### config.mk
export PLATFORM = sky130hd
export DESIGN_NAME = ps2_key_decoder_flat
export DESIGN_NICKNAME = d
export VERILOG_FILES = /design/src/rtl/ps2_key_decoder_pkg.sv /design/src/rtl/ps2_key_decoder_if.sv /design/src/rtl/ps2_key_decoder_key_repeat_timer.sv /design/src/rtl/ps2_key_decoder.sv /design/src/flat_wrapper.sv
export SDC_FILE = /design/constraint.sdc
export NUM_CORES = 1
export LEC_CHECK = 0
export ABC_AREA = 1
export CORE_MARGIN = 1.5
export CORE_UTILIZATION = 66
export DETAILED_ROUTE_END_ITERATION = 10
export GPL_TIMING_DRIVEN = 1
export PLACE_DENSITY_LB_ADDON = 0.15
export SYNTH_ARGS = -nofsm -noshare
export SYNTH_HDL_FRONTEND = slang
export SYNTH_HIERARCHICAL = 1
export SYNTH_SLANG_ARGS = --single-unit
### constraint.sdc
create_clock -name Clock -period 5.97 [get_ports Clock]
set_clock_uncertainty 0.2 [all_clocks]
set_input_delay 0.597 -clock Clock [delete_from_list [all_inputs] [get_ports Clock]]
set_output_delay 0.597 -clock Clock [all_outputs]
set_load 0.02 [all_outputs]
### src/rtl/ps2_key_decoder_pkg.sv
// PS/2 set-2 scancode decoder: shared constants and types.
// Holds scancodes, prefix FSM states, key indices and the key map.
package ps2_key_decoder_pkg;

    localparam logic [7:0] SC_E0    = 8'hE0;
    localparam logic [7:0] SC_F0    = 8'hF0;
    localparam logic [7:0] SC_Z     = 8'h1A;
    localparam logic [7:0] SC_X     = 8'h22;
    localparam logic [7:0] SC_SPACE = 8'h29;
    localparam logic [7:0] SC_LEFT  = 8'h6B;
    localparam logic [7:0] SC_RIGHT = 8'h74;
    localparam logic [7:0] SC_DOWN  = 8'h72;
    localparam logic [7:0] SC_UP    = 8'h75;

    localparam int K_LEFT  = 0;
    localparam int K_RIGHT = 1;
    localparam int K_DOWN  = 2;
    localparam int K_ROT   = 3;
    localparam int K_DROP  = 4;
    localparam int NKEYS   = 5;

    typedef enum logic [1:0] {
        IDLE,
        EXT,
        BRK,
        EXT_BRK
    } state_e;

    // One-hot key select for a code; zero when unmapped.
    function automatic logic [NKEYS-1:0] key_map(
        input logic [7:0] code,
        input logic       ext
    );
        logic [NKEYS-1:0] k;
        k = '0;
        if (ext) begin
            if (code == SC_LEFT)  k[K_LEFT]  = 1'b1;
            if (code == SC_RIGHT) k[K_RIGHT] = 1'b1;
            if (code == SC_DOWN)  k[K_DOWN]  = 1'b1;
            if (code == SC_UP)    k[K_ROT]   = 1'b1;
        end else begin
            if (code == SC_X)     k[K_ROT]   = 1'b1;
            if (code == SC_Z)     k[K_DROP]  = 1'b1;
            if (code == SC_SPACE) k[K_DROP]  = 1'b1;
        end
        return k;
    endfunction

endpackage

### src/rtl/ps2_key_decoder_if.sv
// Byte input and command output bundle of the key decoder.
// master = byte source / command consumer, slave = decoder.
interface ps2_key_decoder_if;
    import ps2_key_decoder_pkg::*;

    logic             byte_valid;
    logic [7:0]       byte_data;
    logic             cmd_left;
    logic             cmd_right;
    logic             cmd_down;
    logic             cmd_rotate;
    logic             cmd_drop;
    logic [NKEYS-1:0] key_held;
    logic [7:0]       last_code;

    modport master (
        output byte_valid, byte_data,
        input  cmd_left, cmd_right, cmd_down,
        input  cmd_rotate, cmd_drop,
        input  key_held, last_code
    );

    modport slave (
        input  byte_valid, byte_data,
        output cmd_left, cmd_right, cmd_down,
        output cmd_rotate, cmd_drop,
        output key_held, last_code
    );

endinterface

### src/rtl/ps2_key_decoder_key_repeat_timer.sv
// Auto-repeat timer for one movement key.
// pulse is combinational; the decoder registers it into the cmd output.
module key_repeat_timer #(
    parameter int unsigned CW    = 24,
    parameter int unsigned DELAY = 12500000,
    parameter int unsigned RATE  = 2500000
) (
    input  logic clk,
    input  logic rst,
    input  logic start,
    input  logic stop,
    input  logic held,
    output logic pulse
);
    localparam logic [CW-1:0] LD_DLY = CW'(DELAY - 1);
    localparam logic [CW-1:0] LD_RPT = CW'(RATE - 1);

    logic [CW-1:0] cnt_q, cnt_d;
    logic          act_q, act_d;
    logic          expire;

    // Countdown: load on start, reload on expiry, clear on stop.
    always_comb begin
        cnt_d  = cnt_q;
        act_d  = act_q;
        expire = act_q && held && (cnt_q == '0);
        pulse  = expire && !stop;
        if (stop) begin
            act_d = 1'b0;
            cnt_d = '0;
        end else if (start) begin
            act_d = 1'b1;
            cnt_d = LD_DLY;
        end else if (!held) begin
            act_d = 1'b0;
            cnt_d = '0;
        end else if (expire) begin
            cnt_d = LD_RPT;
        end else if (act_q) begin
            cnt_d = cnt_q - 1'b1;
        end
    end

    // Timer state register.
    always_ff @(posedge clk) begin
        if (rst) begin
            cnt_q <= '0;
            act_q <= 1'b0;
        end else begin
            cnt_q <= cnt_d;
            act_q <= act_d;
        end
    end

endmodule

### src/rtl/ps2_key_decoder.sv
// Set-2 scancode to game command decoder with prefix FSM,
// per-key held tracking and auto-repeat for movement keys.
module ps2_key_decoder
    import ps2_key_decoder_pkg::*;
#(
    parameter int unsigned REPEAT_DELAY   = 12500000,
    parameter int unsigned REPEAT_RATE    = 2500000,
    parameter int unsigned PREFIX_TIMEOUT = 100000,
    parameter int unsigned CW             = 24
) (
    input  logic         Clock,
    input  logic         Reset,
    ps2_key_decoder_if.slave bus
);
    localparam logic [CW-1:0] TO_LAST = CW'(PREFIX_TIMEOUT - 1);

    state_e           state_q, state_d;
    logic [CW-1:0]    to_cnt_q, to_cnt_d;
    logic [NKEYS-1:0] held_q, held_d;
    logic [NKEYS-1:0] cmd_q, cmd_d;
    logic [7:0]       last_q, last_d;

    logic             is_make, is_brk, ext;
    logic [NKEYS-1:0] hit, make_hit, brk_hit, new_press;
    logic [2:0]       rep_pulse;

    // Prefix FSM, timeout, and make/break to held/cmd update.
    always_comb begin
        state_d  = state_q;
        to_cnt_d = to_cnt_q;
        is_make  = 1'b0;
        is_brk   = 1'b0;
        ext      = 1'b0;
        if (bus.byte_valid) begin
            to_cnt_d = '0;
            unique case (state_q)
                IDLE: begin
                    if (bus.byte_data == SC_E0) begin
                        state_d = EXT;
                    end else if (bus.byte_data == SC_F0) begin
                        state_d = BRK;
                    end else begin
                        is_make = 1'b1;
                    end
                end
                EXT: begin
                    if (bus.byte_data == SC_F0) begin
                        state_d = EXT_BRK;
                    end else if (bus.byte_data != SC_E0) begin
                        is_make = 1'b1;
                        ext     = 1'b1;
                        state_d = IDLE;
                    end
                end
                BRK: begin
                    is_brk  = 1'b1;
                    state_d = IDLE;
                end
                EXT_BRK: begin
                    is_brk  = 1'b1;
                    ext     = 1'b1;
                    state_d = IDLE;
                end
                default: state_d = IDLE;
            endcase
        end else if (state_q != IDLE) begin
            if (to_cnt_q == TO_LAST) begin
                state_d  = IDLE;
                to_cnt_d = '0;
            end else begin
                to_cnt_d = to_cnt_q + 1'b1;
            end
        end

        hit       = key_map(bus.byte_data, ext);
        make_hit  = is_make ? hit : '0;
        brk_hit   = is_brk ? hit : '0;
        new_press = make_hit & ~held_q;
        held_d    = (held_q | new_press) & ~brk_hit;
        cmd_d     = new_press | {2'b00, rep_pulse};
        last_d    = (|new_press) ? bus.byte_data : last_q;
    end

    // Auto-repeat for left, right and down.
    for (genvar i = 0; i < 3; i++) begin : g_rpt
        key_repeat_timer #(
            .CW    (CW),
            .DELAY (REPEAT_DELAY),
            .RATE  (REPEAT_RATE)
        ) u_rpt (
            .clk   (Clock),
            .rst   (Reset),
            .start (new_press[i]),
            .stop  (brk_hit[i]),
            .held  (held_q[i]),
            .pulse (rep_pulse[i])
        );
    end

    // Decoder state and registered outputs.
    always_ff @(posedge Clock) begin
        if (Reset) begin
            state_q  <= IDLE;
            to_cnt_q <= '0;
            held_q   <= '0;
            cmd_q    <= '0;
            last_q   <= '0;
        end else begin
            state_q  <= state_d;
            to_cnt_q <= to_cnt_d;
            held_q   <= held_d;
            cmd_q    <= cmd_d;
            last_q   <= last_d;
        end
    end

    assign bus.cmd_left   = cmd_q[K_LEFT];
    assign bus.cmd_right  = cmd_q[K_RIGHT];
    assign bus.cmd_down   = cmd_q[K_DOWN];
    assign bus.cmd_rotate = cmd_q[K_ROT];
    assign bus.cmd_drop   = cmd_q[K_DROP];
    assign bus.key_held   = held_q;
    assign bus.last_code  = last_q;

endmodule

### src/flat_wrapper.sv
// flat-port wrapper written by rule: the top's interface ports become plain ports
module ps2_key_decoder_flat import ps2_key_decoder_pkg::*;
#(
    parameter int unsigned REPEAT_DELAY   = 12500000,
    parameter int unsigned REPEAT_RATE    = 2500000,
    parameter int unsigned PREFIX_TIMEOUT = 100000,
    parameter int unsigned CW             = 24
)
  (Clock, Reset, bus_byte_valid, bus_byte_data, bus_cmd_left, bus_cmd_right, bus_cmd_down, bus_cmd_rotate, bus_cmd_drop, bus_key_held, bus_last_code);
  ps2_key_decoder_if bus_i ();
  input  logic Clock;
  input  logic Reset;
  input wire logic [$bits(bus_i.byte_valid)-1:0] bus_byte_valid;
  input wire logic [$bits(bus_i.byte_data)-1:0] bus_byte_data;
  output wire logic [$bits(bus_i.cmd_left)-1:0] bus_cmd_left;
  output wire logic [$bits(bus_i.cmd_right)-1:0] bus_cmd_right;
  output wire logic [$bits(bus_i.cmd_down)-1:0] bus_cmd_down;
  output wire logic [$bits(bus_i.cmd_rotate)-1:0] bus_cmd_rotate;
  output wire logic [$bits(bus_i.cmd_drop)-1:0] bus_cmd_drop;
  output wire logic [$bits(bus_i.key_held)-1:0] bus_key_held;
  output wire logic [$bits(bus_i.last_code)-1:0] bus_last_code;
  assign bus_i.byte_valid = bus_byte_valid;
  assign bus_i.byte_data = bus_byte_data;
  assign bus_cmd_left = bus_i.cmd_left;
  assign bus_cmd_right = bus_i.cmd_right;
  assign bus_cmd_down = bus_i.cmd_down;
  assign bus_cmd_rotate = bus_i.cmd_rotate;
  assign bus_cmd_drop = bus_i.cmd_drop;
  assign bus_key_held = bus_i.key_held;
  assign bus_last_code = bus_i.last_code;
  ps2_key_decoder #(.REPEAT_DELAY(REPEAT_DELAY), .REPEAT_RATE(REPEAT_RATE), .PREFIX_TIMEOUT(PREFIX_TIMEOUT), .CW(CW)) u_core (.Clock(Clock), .Reset(Reset), .bus(bus_i));
endmodule
* Yosys cells after proc, flatten, opt, wreduce, memory -nomap -nowiden
Cells that the tools add are included.
** Storage, ports and cells
- Output and inout bits :: 18
- Flip-flop bits (word level) :: 119
- Input bits :: 11
- Logic and storage cells :: 136
** Operators by class
- Bitwise gates (word level) :: 9
- Muxes and demuxes :: 49
- Add/subtract/negate cells :: 4
- Eq/ne operators :: 22
- Reductions and logical operators :: 35
** Operator list (number)
- $mux 24 :: 13
- $logic_not 24->1 :: 3
- $sub 24x1->24 const B :: 3
- $eq 8x7->1 const B :: 4
- $add 24x1->24 const B :: 1
- $eq 24x17->1 const B :: 1
- $mux 1 :: 23
- $reduce_or 5->1 :: 4
- $eq 8x6->1 const B :: 2
- $eq 8x8->1 const B :: 2
- $mux 2 :: 7
- $ne 4x4->1 const B :: 3
- $reduce_bool 2->1 :: 6
- $reduce_or 4->1 :: 3
- $and 5x5->5 :: 2
- $mux 5 :: 2
- $not 5->5 :: 2
- $reduce_or 2->1 :: 5
- $logic_and 1x1->1 :: 9
- $eq 8x5->1 const B :: 1
- $ne 4x2->1 const B :: 2
- $ne 8x8->1 const B :: 1
- $ne 2x2->1 const B :: 3
- $pmux 2 s3 :: 1
- 10 further kinds :: 16

* Logic depth before layout (Yosys ltp)
- Depth in word-level cells :: 10
- Depth in mapped cells :: 16
- Mapped depth without buffers :: 15

* Hierarchy
The synthesis kept the hierarchy.
** By module, submodules not included
- key_repeat_timer :: cells each 250, area an instance 1657.8 µm², times used 3, sequential area each 500.5 µm²
- ps2_key_decoder :: cells each 336, area an instance 2285.9 µm², times used 1, sequential area each 880.8 µm²

* Worst setup path before layout
OpenSTA, ideal clock, no wires.
- Path type :: input-to-reg
- From :: input port bus_byte_data[1]
- To :: register u_core.g_rpt[0].u_rpt.cnt_q[21]
- Arrival :: 2.077 ns
- Stages :: 16
- Slack :: 3.572 ns
- Setup time :: 0.121 ns
- Path buffers :: 1
- Required time :: 5.649 ns
- Path through :: inv_1 -> nand2_2 -> nor2_4 -> nand2_1 -> nand2_1 -> nor2_4 -> nand4_1 -> inv_1 -> inv_2 -> nand2_1 -> nor2_4 -> inv_2 -> buf_6 -> o21ai_1 -> nor2_1 -> a21oi_1
** On the way
- Cells in the longest elaborated chain, start to end :: 9
- Elaborated cells on any way between the ends :: 20
- Classes of those cells :: eq/ne: 5; mux: 13; bitwise: 1; reduce/logical: 1
** Ends and longest elaborated chain
- start: declaration :: line flat_wrapper.sv:14 : input wire logic [$bits(bus_i.byte_data)-1:0] bus_byte_data;
- $ne 8x8->1 :: line ps2_key_decoder.sv:49 : end else if (bus.byte_data != SC_E0) begin
- $mux 1 :: line ps2_key_decoder.sv:49
- $mux 1 :: line ps2_key_decoder.sv:47 : if (bus.byte_data == SC_F0) begin
- $pmux 1 s2 :: line ps2_key_decoder.sv:36 : unique case (state_q)
- $mux 1 :: line ps2_key_decoder.sv:34 : if (bus.byte_valid) begin
- $mux 3 :: line ps2_key_decoder_pkg.sv:36 : if (ext) begin
- $mux 5 * :: line ps2_key_decoder.sv:76 : make_hit = is_make ? hit : '0;
- $and 5x5->5 * :: line ps2_key_decoder.sv:78 : new_press = make_hit & ~held_q;
- named net u_core.new_press[0] :: line ps2_key_decoder.sv:24 : logic [NKEYS-1:0] hit, make_hit, brk_hit, new_press;
- $ne 4x4->1 (no line) / $mux 24 (equally long branches)
- end signal: assignment :: line ps2_key_decoder_key_repeat_timer.sv:50 : cnt_q <= cnt_d;
- end: declaration :: line ps2_key_decoder_key_repeat_timer.sv:18 : logic [CW-1:0] cnt_q, cnt_d;
Mark *: on every way through the listed nets, which the timed path passes. The rest lies on a longest branch.
A chain may end at the register's enable or synchronous reset.

* Worst setup path in the final report
- From :: input port Reset
- To :: register u_core.to_cnt_q[21]
** On the way
- Cells in the longest elaborated chain, start to end :: 1
** Ends and longest elaborated chain
- start: declaration :: line flat_wrapper.sv:12 : input logic Reset;
- $reduce_or 2->1 (no line)
- end signal: assignment :: line ps2_key_decoder.sv:110 : to_cnt_q <= to_cnt_d;
- end: declaration :: line ps2_key_decoder.sv:18 : logic [CW-1:0] to_cnt_q, to_cnt_d;
Every way passes these cells.

==> metrics <==
Cell variety after synth 40; Worst Setup SP Reset; initial antenna violation count 0; Max stage delay on crit path 0.77 ns; number of setup buffers added after CTS 0; Min-Delay Startpoint u_core/to_cnt_q[12]$_SDFFE_PP0N_; Mapped Cells 1086; Yosys top cell by area dfxtp_1; vias in the first global route 6630; Bufs and invs on worst path 3; critical path depth in cells 6; WHS 0.2774 ns; R2R depth 9; Top Family by Delay on Critical Path buffers and inverters; DR WL/cell 14.01 µm; outcome finished, final reports clean; final total power 1.866 mW; Clock Pin Slew Worst Setup and Hold Paths 0.05 ns; most frequent cells in the layout 212 x nand2_1, 189 x nor2_1, 119 x dfxtp_1; Slowest-stage cell, CP clkdlybuf4s50_1; post-synth top area share 0.3282; Tcrit/Tclk final 0.4834; initial core utilization 0.6726; DRC 0; Yosys reg bits 119; pre-CTS setup slack 2.642 ns; crit path cell chain clkdlybuf4s50_1, inv_1, nand2_1, nor2_1, inv_1, nor3b_1; TNS Setup 0 ns; largest net degree at the start of global routing 17; global placer's final weighted congestion 0.9213; Worst Setup End Kind flip-flop; post_cts resized 0; Avg Cell Area, Syn 6.685 µm²; share of cells above drive strength 1 0.1278; post-synthesis sequential area ratio 0.3282; Worst slew margin 0.5300; Warnings, synthesis 6; TritonCTS Sinks 119; flop-to-flop setup slack 3.58 ns; remaining antenna violation count after routing 0; final cell count without fillers 1275; syn_nets 1104; Tightest Pin Transition 0.7028 ns; final hold vios 0; final instance area 0.008208 mm²; clk_lat worst skew 0.52 ns; Die ar. 0.01164 mm²; detailed-router iteration count before antenna repair 6; type of the tightest min-delay check flip-flop to flip-flop; Setup Viol. Count Final 0; final critical-path required period 2.886 ns; Worst Path Max Fanout 14; site row count 38; via count 7177; number of DRC markers in iteration 0 626; IO buf count 28; VDD IR max 0.2816 mV; hpwl dp 12.67 mm; most common cell after layout, fill and taps aside nand2_1; synthesis-to-layout area growth 13.06%; first-pass GRT wire length 29.77 mm; CP Data Required Time 6.21 ns; dpl cells 1243; startpoint types primary input; placed cell area 0.007619 mm²; CP endpoint u_core/to_cnt_q[21]$_SDFFE_PP0N_; Final #Nets 1140; RSZ-0062 raised after global routing false; area of the core 0.01079 mm²; Achievable Freq 346.5 MHz; Leakage 3.366 nW; GRT Util Overall 0.3221; CTS tree done; total CTS buffers 17; FF-to-FF End u_core/g_rpt[2].u_rpt/cnt_q[19]$_SDFFE_PP0P_; R2R Path Start u_core/state_q[0]$_SDFFE_PP0P_; # IOs 29; Max clock buf depth 2; final core occ 0.7605; Die Y 107.9 µm; Die X 107.9 µm; most used cell, CP inv_1; Slew Limit Fails 0; pwr dens 227.4 mW/mm²; CP Class primary input to flip-flop; Worst Path Arrival 3.12 ns; synthesized area 0.007259 mm²; Overflow after GRT 0; top cells by area, synth dfxtp_1 33%, nand2_1 11%, nor2_1 9.8%, nand3_1 6.6%, inv_1 5.7%; root buffer cell clkbuf_8; worst setup margin 3.084 ns; maxcap violations 0; number of diodes 0; routed vias/inst 5.629; Hold-fix buffers, CTS 0; Routed WL 17.87 mm; H-tree Lvls 4
## where the power goes
group | total (mW) | internal (mW) | switching, mW
clock network | 1.02 | 0.665 | 0.352
registers | 0.797 | 0.796 | 0.00138
logic | 0.0514 | 0.0167 | 0.0347
## worst min-delay path by stage
stage | end | slack (ns) | cells past startpoint
global route | u_core/to_cnt_q[12]$_SDFFE_PP0N_ | 0.31 | 2
global placement | u_core/to_cnt_q[12]$_SDFFE_PP0N_ | 0.26 | 2
finish | u_core/to_cnt_q[12]$_SDFFE_PP0N_ | 0.28 | 2
detailed placement | u_core/to_cnt_q[12]$_SDFFE_PP0N_ | 0.27 | 2
floorplan | u_core/to_cnt_q[12]$_SDFFE_PP0N_ | 0.24 | 2
CTS | u_core/to_cnt_q[12]$_SDFFE_PP0N_ | 0.28 | 2
## layer usage
layer	GRT usage	wire, µm
met1	0.4005	7715
met2	0.5491	8664
met3	0.06235	1065
met4	0.1241	420
met5	0	0
## cells by family (layout without fill, tap and decap cells)
| group | Yosys count | after routing | synth area share |
|---|---|---|---|
| adder cells (fa/ha/maj) | 7 | 7 | 0.01206 |
| flip-flops | 119 | 119 | 0.3282 |
| buffers and inverters | 145 | 194 | 0.08256 |
| XOR/XNOR | 30 | 30 | 0.03619 |
| AO/OA/AOI/OAI | 134 | 134 | 0.1036 |
| AND/OR/NAND/NOR | 651 | 651 | 0.4374 |
## worst reg2reg max path, cell delays in order, from the launching register on
cell and delay, ns:
dfxtp_1 0.42, nand2_1 0.15, a21oi_4 0.28, nand4_1 0.16, inv_1 0.25, inv_2 0.09
nand2_1 0.13, nor2_4 0.07, nor2_1 0.38, a21oi_1 0.13
## synthesized netlist by cell type
| library cell | number |
|---|---|
| a211o_1 | 1 |
| a211oi_1 | 2 |
| a21oi_1 | 64 |
| a21oi_4 | 1 |
| a31oi_1 | 19 |
| and2_1 | 1 |
| buf_2 | 2 |
| buf_6 | 7 |
| clkbuf_1 | 2 |
| clkinv_1 | 6 |
| dfxtp_1 | 119 |
| ha_1 | 7 |
| inv_1 | 110 |
| inv_2 | 18 |
| nand2_1 | 212 |
| nand2_2 | 14 |
| nand2_4 | 7 |
| nand3_1 | 96 |
| nand3_2 | 7 |
| nand3b_1 | 3 |
| nand4_1 | 35 |
| nand4_2 | 3 |
| nor2_1 | 189 |
| nor2_2 | 29 |
| nor2_4 | 30 |
| nor3_1 | 15 |
| nor3_2 | 1 |
| nor3b_1 | 1 |
| nor3b_2 | 1 |
| nor4_1 | 6 |
| o21ai_0 | 33 |
| o21ai_1 | 3 |
| o21ba_2 | 1 |
| o21bai_1 | 2 |
| o21bai_2 | 3 |
| o22ai_1 | 3 |
| o31ai_1 | 2 |
| or2_2 | 1 |
| xnor2_1 | 10 |
| xor2_1 | 20 |
## flip-flops by register name (all words and copies together) (netlist names)
register and cells:
u_core/cmd_q 5, u_core/bus.key_held 5, u_core/state_q 2, u_core/bus.last_code 8, u_core/g_rpt.u_rpt/cnt_q 72, u_core/to_cnt_q 24, u_core/g_rpt.u_rpt/act_q 3
## cell type report
type | instances | area [µm²]
Multi-Input combinational cell | 822 | 4278
Fill cell | 825 | 2585
Sequential cell | 119 | 2382
Inverter | 134 | 503.0
Clock buffer | 23 | 466.7
Timing Repair Buffer | 28 | 280.3
Tap cell | 140 | 175.2
Clock inverter | 9 | 122.6
Note: power is estimated with default switching activity, not from simulation.
